[src/rtl/cam_scan_pkg.sv]
// ============================================================================
// Module   : cam_scan_pkg
// Brief    : Shared types and constants for the CAM hit-vector scanner.
// Revision : 1.0 - initial release
// ============================================================================
`default_nettype none

package cam_scan_pkg;

    localparam int CAM_WIDTH_DEFAULT = 64;
    localparam int CAM_CHUNK_DEFAULT = 4;

    localparam logic DIR_ASC  = 1'b0;
    localparam logic DIR_DESC = 1'b1;

    typedef enum logic [1:0] {
        IDLE = 2'd0,
        SCAN = 2'd1,
        EMIT = 2'd2,
        DONE = 2'd3
    } state_e;

endpackage

`default_nettype wire

[src/rtl/cam_chunk_prio.sv]
// ============================================================================
// Module   : cam_chunk_prio
// Brief    : Combinational CHUNK-bit priority encoder; picks the lowest set
//            bit for ascending scans and the highest for descending scans.
// Revision : 1.0 - initial release
// ============================================================================
`default_nettype none

module cam_chunk_prio
    import cam_scan_pkg::*;
#(
    parameter int CHUNK = CAM_CHUNK_DEFAULT,
    parameter int OFFW  = (CHUNK > 1) ? $clog2(CHUNK) : 1
) (
    input  logic [CHUNK-1:0] chunk,
    input  logic             dir,
    output logic             any,
    output logic [OFFW-1:0]  offset
);

    always_comb begin
        any    = |chunk;
        offset = '0;
        if (dir == DIR_ASC) begin
            // Walk downwards so the last write is the lowest set bit.
            for (int i = CHUNK - 1; i >= 0; i--) begin
                if (chunk[i]) offset = OFFW'(i);
            end
        end else begin
            for (int i = 0; i < CHUNK; i++) begin
                if (chunk[i]) offset = OFFW'(i);
            end
        end
    end

endmodule

`default_nettype wire

[src/rtl/cam_hit_scanner.sv]
// ============================================================================
// Module   : cam_hit_scanner
// Brief    : Iterative CAM hit-vector scanner; streams the index of every set
//            bit CHUNK lanes per cycle and reports the hit count at the end.
//            Optional hit limit / truncation flag: CAM_HIT_SCAN_LIMIT_EN.
// Revision : 1.0 - initial release
// ============================================================================
`default_nettype none

module cam_hit_scanner
    import cam_scan_pkg::*;
#(
    parameter int WIDTH = CAM_WIDTH_DEFAULT,
    parameter int CHUNK = CAM_CHUNK_DEFAULT,
    parameter int IDXW  = $clog2(WIDTH),
    parameter int CNTW  = $clog2(WIDTH + 1)
) (
    input  logic             clk,
    input  logic             reset_l,
    input  logic             in_valid,
    output logic             in_ready,
    input  logic [WIDTH-1:0] in_vec,
    input  logic             in_dir,
    output logic             idx_valid,
    input  logic             idx_ready,
    output logic [IDXW-1:0]  idx,
    output logic             done_valid,
    output logic [CNTW-1:0]  done_count,
`ifdef CAM_HIT_SCAN_LIMIT_EN
    input  logic [CNTW-1:0]  hit_limit,
    output logic             done_trunc,
`endif
    output logic             busy
);

    localparam int NCH  = WIDTH / CHUNK;
    localparam int PW   = (NCH > 1) ? $clog2(NCH) : 1;
    localparam int OFFW = (CHUNK > 1) ? $clog2(CHUNK) : 1;
    localparam logic [PW-1:0] PTR_LAST = PW'(NCH - 1);

    state_e            state_q, state_d;
    logic [WIDTH-1:0]  vec_q,   vec_d;
    logic [PW-1:0]     ptr_q,   ptr_d;
    logic              dir_q,   dir_d;
    logic [CNTW-1:0]   cnt_q,   cnt_d;
    logic [IDXW-1:0]   idx_q,   idx_d;
`ifdef CAM_HIT_SCAN_LIMIT_EN
    logic [CNTW-1:0]   limit_q, limit_d;
    logic              trunc_q, trunc_d;
`endif

    logic [CHUNK-1:0]  w_chunk;
    logic              w_any;
    logic [OFFW-1:0]   w_off;
    logic [IDXW-1:0]   w_hit_idx;
    logic              w_last;

    assign w_chunk   = vec_q[int'(ptr_q) * CHUNK +: CHUNK];
    assign w_hit_idx = IDXW'(int'(ptr_q) * CHUNK + int'(w_off));
    assign w_last    = (dir_q == DIR_ASC) ? (ptr_q == PTR_LAST) : (ptr_q == '0);

    cam_chunk_prio #(
        .CHUNK (CHUNK),
        .OFFW  (OFFW)
    ) u_prio (
        .chunk  (w_chunk),
        .dir    (dir_q),
        .any    (w_any),
        .offset (w_off)
    );

    always_comb begin
        state_d = state_q;
        vec_d   = vec_q;
        ptr_d   = ptr_q;
        dir_d   = dir_q;
        cnt_d   = cnt_q;
        idx_d   = idx_q;
`ifdef CAM_HIT_SCAN_LIMIT_EN
        limit_d = limit_q;
        trunc_d = trunc_q;
`endif
        case (state_q)
            IDLE: begin
                if (in_valid) begin
                    vec_d   = in_vec;
                    dir_d   = in_dir;
                    ptr_d   = (in_dir == DIR_DESC) ? PTR_LAST : '0;
                    cnt_d   = '0;
`ifdef CAM_HIT_SCAN_LIMIT_EN
                    limit_d = hit_limit;
                    trunc_d = 1'b0;
`endif
                    state_d = SCAN;
                end
            end
            SCAN: begin
                if (w_any) begin
                    idx_d            = w_hit_idx;
                    vec_d[w_hit_idx] = 1'b0;
                    cnt_d            = cnt_q + CNTW'(1);
                    state_d          = EMIT;
                end else if (w_last) begin
                    state_d = DONE;
                end else if (dir_q == DIR_ASC) begin
                    ptr_d = ptr_q + PW'(1);
                end else begin
                    ptr_d = ptr_q - PW'(1);
                end
            end
            EMIT: begin
                if (idx_ready) begin
                    state_d = SCAN;
`ifdef CAM_HIT_SCAN_LIMIT_EN
                    // cnt_q already includes the hit just handed off.
                    if ((limit_q != '0) && (cnt_q == limit_q)) begin
                        trunc_d = |vec_q;
                        state_d = DONE;
                    end
`endif
                end
            end
            DONE: begin
                state_d = IDLE;
            end
            default: begin
                state_d = IDLE;
            end
        endcase
    end

    always_ff @(posedge clk) begin
        if (!reset_l) begin
            state_q <= IDLE;
            vec_q   <= '0;
            ptr_q   <= '0;
            dir_q   <= DIR_ASC;
            cnt_q   <= '0;
            idx_q   <= '0;
`ifdef CAM_HIT_SCAN_LIMIT_EN
            limit_q <= '0;
            trunc_q <= 1'b0;
`endif
        end else begin
            state_q <= state_d;
            vec_q   <= vec_d;
            ptr_q   <= ptr_d;
            dir_q   <= dir_d;
            cnt_q   <= cnt_d;
            idx_q   <= idx_d;
`ifdef CAM_HIT_SCAN_LIMIT_EN
            limit_q <= limit_d;
            trunc_q <= trunc_d;
`endif
        end
    end

    assign in_ready   = reset_l && (state_q == IDLE);
    assign idx_valid  = (state_q == EMIT);
    assign idx        = idx_q;
    assign done_valid = (state_q == DONE);
    assign done_count = cnt_q;
    assign busy       = (state_q != IDLE);
`ifdef CAM_HIT_SCAN_LIMIT_EN
    assign done_trunc = trunc_q;
`endif

endmodule

`default_nettype wire

[config.mk]
export PLATFORM = sky130hd
export DESIGN_NAME = cam_hit_scanner
export DESIGN_NICKNAME = d
export VERILOG_FILES = /design/src/rtl/cam_scan_pkg.sv /design/src/rtl/cam_chunk_prio.sv /design/src/rtl/cam_hit_scanner.sv
export SDC_FILE = /design/constraint.sdc
export NUM_CORES = 1
export LEC_CHECK = 0
export ABC_AREA = 1
export ABC_CLOCK_PERIOD_IN_PS = 3330
export CAP_MARGIN = 10
export CORE_MARGIN = 2
export CORE_UTILIZATION = 30
export DETAILED_ROUTE_END_ITERATION = 10
export GPL_TIMING_DRIVEN = 0
export HOLD_SLACK_MARGIN = 0.02
export PLACE_DENSITY = 0.47
export SYNTH_ARGS = -nofsm -noshare
export SYNTH_HDL_FRONTEND = slang
export SYNTH_SLANG_ARGS = --single-unit
[constraint.sdc]
create_clock -name clk -period 3.33 [get_ports clk]
set_clock_uncertainty 0.15 [all_clocks]
set_input_delay 0.333 -clock clk [delete_from_list [all_inputs] [get_ports clk]]
set_output_delay 0.333 -clock clk [all_outputs]
set_load 0.005 [all_outputs]
**Word level (Yosys, flattened, before mapping)**

Index checks and enable logic that the tools add are counted.

- Add/sub/neg operators: 4
- Multipliers: 0
- Divide/modulo/power cells: 0
- Magnitude comparators: 2
- Equal/unequal tests: 10
- Shifts and indexed selects: 1
- Muxes and demuxes: 28
- Bitwise logic cells: 2
- Reduce and logical (&&, ||, !) cells: 12

Operator list:

| kind | count |
|---|---|
| $mux 64 | 2 |
| $pmux 64 s2 | 1 |
| $and 64x64->64 | 1 |
| $not 64->64 | 1 |
| $shiftx 64x7->4 | 1 |
| $mux 2 | 11 |
| $mux 4 | 5 |
| $mux 7 | 2 |
| $pmux 7 s2 | 1 |
| $pmux 2 s4 | 1 |
| $pmux 4 s2 | 1 |
| $add 7x1->7 const B | 1 |
| $lt 6x7->1 const B | 1 |
| $add 6x2->6 | 1 |
| $demux 1 s6 | 1 |
| $ge 6x1->1 const B | 1 |
| $ne 2x2->1 const B | 3 |
| $reduce_and 3->1 | 2 |
| $add 4x1->4 const B | 1 |
| $eq 2x2->1 const B | 2 |
| $eq 4x4->1 const B | 1 |
| $logic_not 4->1 | 1 |
| $ne 2x1->1 const B | 2 |
| $reduce_and 2->1 | 2 |
| 9 further kinds | 13 |

- Register bits: 84
- Latch bits: 0
- RAM bits: 0
- Bits in read-only memories: 0
- Memories kept: 0

**Depth between registers and ports, before layout**

- Depth after elaboration: 15
- Depth in mapped cells: 19

**By module**

Synthesis repeated with hierarchy kept, for this count alone.

- Cells, all modules: 669
- Area, all modules: 4,484.3 um2

Modules (own cells, without submodules):

| module | instances | cells an instance | area an instance (um2) |
|---|---|---|---|
| cam_hit_scanner | 1 | 653 | 4,421.7 |
| cam_chunk_prio | 1 | 16 | 62.6 |

**Worst setup path before layout**

OpenSTA, ideal clock, no wires.

- Path type: reg2reg
- Start: register ptr_q[1]
- End: register vec_q[6]
- Library setup time: 0.132 ns
- Arrival time: 1.772 ns
- Required time: 3.048 ns
- Setup slack: 1.276 ns
- Stages on the path, launching flop included: 16
- Path through: dfxtp_1 buf_4 inv_2 buf_4 nand3_1 nor2_1 nor2_1 nand2_1 nor2_1 nand2_1 nand2_2 nand3_2 a21oi_4 nand2_1 nand2_1 a21oi_1

- Cells in the longest elaborated chain, start to end: 15

RTL lines:

| item | RTL line | text |
|---|---|---|
| from (decl) | cam_hit_scanner.sv:43 | `logic [PW-1:0] ptr_q, ptr_d;` |
| from (signal assigned) | cam_hit_scanner.sv:147 | `ptr_q <= ptr_d;` |
| $shiftx 64x7->4 | cam_hit_scanner.sv:58 | `assign w_chunk = vec_q[int'(ptr_q) * CHUNK +: CHUNK];` |
| $mux 2 (4 in a row) | cam_chunk_prio.sv:27 | `if (chunk[i]) offset = OFFW'(i);` |
| $mux 2 | cam_chunk_prio.sv:24 | `if (dir == DIR_ASC) begin` |
| $add 6x2->6 | cam_hit_scanner.sv:59 | `assign w_hit_idx = IDXW'(int'(ptr_q) * CHUNK + int'(w_off));` |
| $lt 6x7->1 (not written as such) / $ge 6x1->1 (equally long branches) | cam_hit_scanner.sv:100 | `vec_d[w_hit_idx] = 1'b0;` |
| $logic_and 1x1->1 (not written as such) | cam_hit_scanner.sv:100 |  |
| $mux 1 (not written as such) | cam_hit_scanner.sv:100 |  |
| $demux 1 s6 | cam_hit_scanner.sv:100 |  |
| $not 64->64 (no source line) | - |  |
| $and 64x64->64 (no source line) | - |  |
| $mux 64 | cam_hit_scanner.sv:98 | `if (w_any) begin` |
| $pmux 64 s2 | cam_hit_scanner.sv:83 | `case (state_q)` |
| to (signal assigned) | cam_hit_scanner.sv:146 | `vec_q <= vec_d;` |
| to (decl) | cam_hit_scanner.sv:42 | `logic [WIDTH-1:0] vec_q, vec_d;` |

Several ways; a longest one is shown, not always the timed one. The select of a mux whose other input is x is not followed.
A chain may end at the register's enable or synchronous reset.

**Worst setup path in the final report**

Same ends and word-level chain as after synthesis.

==> reports/qor.yml <==
status:
  status: "finished, final reports clean"
global_routing:
  grt_start_max_net_pins: 16
  gr-usage-all-layers: 0.202
  grt_antenna_before_repair: 0
  grt_pass1_wl_um: 27500
  grt_pass1_vias: 4966
  grt.overflow.total: 0
placement:
  place.gp.congestion: 0.871
  io_buffers: 85
  post-dp-hpwl_um: 12700
finish:
  regArea_um2: 1680
  multi_input_area_um2: 2870
  nets: 1003
  n_antenna_cell: 0
  drive_gt1_frac: 0.0824
  fin_util: 0.392
  syn_to_final_growth_pct: 27.9
  fillers: 1825
timing:
  fmax_ghz: 0.371
  worst_slew_pin_slew_ns: 0.691
  setup_viol: 0
  worst_slew_margin_rel: 0.540
  timing.final.crit_share: 0.810
  maxSlewViolCount: 0
  hold_viol: 0
  final.setup.tns_ns: 0
  period_needed_ns: 2.70
  rsz0062_at_grt: "no"
clock_network:
  path_clk_slew_ns: 0.07
  post_cts_resized: 0
  numClockSinks: 84
  cts_tree: "done"
  post_cts_buffers: 0
  root_buffer: "clkbuf_16"
  clock_latency_ns: 0.35
  cts.path.max_buffers: 2
  numCtsBuffers: 9
  htreeDepth: 3
  hold_buffers: 0
synth:
  synth_compound_area_frac: 0.136
  yosys_register_bits: 84
  yosys.area.top_type: "dfxtp_1"
  synth_fa_ha_area_frac: 0.0113
  synth_edf_count: 0
  yosys-top-cells-area: "dfxtp_1 (33%), nand2_1 (26%), a21oi_1 (7.6%), nor2_1 (7.3%), inv_1 (5.8%)"
  synth_flop_cell: "dfxtp_1"
  ys_warn_count: 0
  synthDistinctLibCells: 33
  yosys.area_share.xor_xnor: 0.00864
  synth_most_common_cell: "nand2_1"
  synth_simple_gate_area_frac: 0.410
  ys_seq_area_frac: 0.332
  synth_top_family_by_area: "simple AND/OR/NAND/NOR gates"
  synthArstFlopShare: 0
  synth_nets: 907
  synth_top_area_share: 0.332
  syn_area_um2: 5070
  syn_area_per_cell_um2: 6.08
  synthCells: 834
  synth_common_cells: "nand2_1 (349), nor2_1 (98), dfxtp_1 (84)"
  muxShareOfSynthArea: 0
critical_path:
  crit_required_ns: 3.39
  criticalPathCategory: "flip-flop to flip-flop"
  critPathMaxStageDelay_ns: 0.43
  cp.arrival_ns: 2.76
  cp_top_family: "simple AND/OR/NAND/NOR gates"
  crit_fanout: 10
  cp-start-kind: "flip-flop"
  critPathCaptureType: "flip-flop"
  critPathBufInv: 4
  crit_path_top_delay_cell: "a21oi_4"
  cp_cell_sequence: "buf_4 > inv_2 > buf_4 > nand3_1 > nand2_1 > nand2_1 > nand3_1 > clkinv_1 > nand2_1 > nand3_2 > a21oi_4 > nand2_1 > nand2_1 > a21oi_1"
  crit_top_cell: "nand2_1"
detailed_routing:
  vias: 5201
  vias_per_cell: 4.50
  drc: 0
  finalWirelength_um: 17800
  initialDrtViolationCount: 350
  drtPass1Iterations: 7
  ant_nets: 0
  wl_per_cell_um: 15.4
floorplanning:
  fp-row-count: 47
  die_area_um2: 18000
  die_y_um: 134
  core_area_um2: 16500
  ioPinCount: 86
  start_util: 0.307
  die_x_um: 134
power_and_ir_drop:
  p_total_uw: 5360
  vdd_drop_max_mv: 0.559
  power_density_nw_per_um2: 826
  p_leak_uw: 0.00261
hold_path:
  hold_path.class: "flip-flop to flip-flop"
run:
  drv_cap: 0
## where the power goes
part | total, uW | internal (uW) | leakage, uW | switching [uW]
Clock | 990 | 533 | 0.000139 | 457
Combinational | 2990 | 922 | 0.00178 | 2070
Sequential | 1380 | 1240 | 0.000689 | 140
## placed cells by master, fill, tap and decap left out, types with 5 or more instances in the layout
master	instances
nand2_1	349
nor2_1	98
clkdlybuf4s50_1	85
dfxtp_1	84
inv_1	79
a21oi_1	77
nand3_1	25
clkbuf_1	22
o21ai_0	18
inv_2	9
a21oi_4	9
clkbuf_16	9
nand2_2	8
buf_4	7
nand3_2	7
nor2_4	6
buf_2	5
## area by class of cell
type,instances,area share
Clock buffer,10,0.0369
Clock inverter,6,0.00733
Tap cell,220,0.0425
Buffer,35,0.0278
Multi-Input combinational cell,625,0.442
Inverter,90,0.0525
Sequential cell,84,0.259
Timing Repair Buffer,85,0.131
## worst reg2reg max path: stages (launching register included)
cell and delay [ns]:
dfxtp_1 0.32, buf_4 0.18, inv_2 0.17, buf_4 0.25
nand3_1 0.11, nand2_1 0.11, nand2_1 0.07, nand3_1 0.11
clkinv_1 0.10, nand2_1 0.16, nand3_2 0.15, a21oi_4 0.43
nand2_1 0.11, nand2_1 0.08, a21oi_1 0.06
## sequential cells by signal, indices dropped and copies added (netlist names)
signal	flops
ptr_q	4
state_q	2
done_count	7
vec_q	64
dir_q	1
idx	6
## kinds of logic after synthesis
| kind of cell | Yosys count |
|---|---|
| and+or+nand+nor | 502 |
| buffers and inverters | 125 |
| AOI/OAI and AO/OA | 114 |
| DFF | 84 |
| xor gates and xnor gates | 5 |
| adders and majority gates | 4 |
## layer usage
| metal | routed length (um) | part of all wire | up-vias | GRT usage |
|---|---|---|---|---|
| li1 | - | - | 2747 | - |
| met1 | 8440 | 0.48 | 2297 | 0.276 |
| met4 | 453 | 0.026 | 0 | 0.0760 |
| met3 | 732 | 0.041 | 22 | 0.0234 |
| met2 | 8120 | 0.46 | 135 | 0.328 |
| met5 | 0 | 0 | - | 0 |
## through the flow
| stage | setup slack, ns | cells | instance area [um^2] | hold WS (ns) |
|---|---|---|---|---|
| floorplan | 1.28 | 834 | 5070 | 0.287 |
| global placement | 0.638 | 1139 | 6200 | 0.299 |
| detailed placement | 0.648 | 1139 | 6200 | 0.305 |
| CTS | 0.638 | 1155 | 6480 | 0.315 |
| global route | 0.428 | 1155 | 6480 | 0.326 |
| finish | 0.632 | 1155 | 6480 | 0.312 |
## path summary, 6_finish.rpt
check / start / end / slack [ns] / cells after the start
setup / recovery: ptr_q[1]$_SDFFE_PN0P_ / vec_q[6]$_SDFFE_PN0P_ / 0.63 / 14
hold / removal: idx[1]$_SDFFE_PN0N_ / idx[1]$_SDFFE_PN0N_ / 0.31 / 2
setup reg to reg: ptr_q[1]$_SDFFE_PN0P_ / vec_q[6]$_SDFFE_PN0P_ / 0.63 / 14
hold reg to reg: idx[1]$_SDFFE_PN0N_ / idx[1]$_SDFFE_PN0N_ / 0.31 / 2
(Power assumes the default switching activity.)
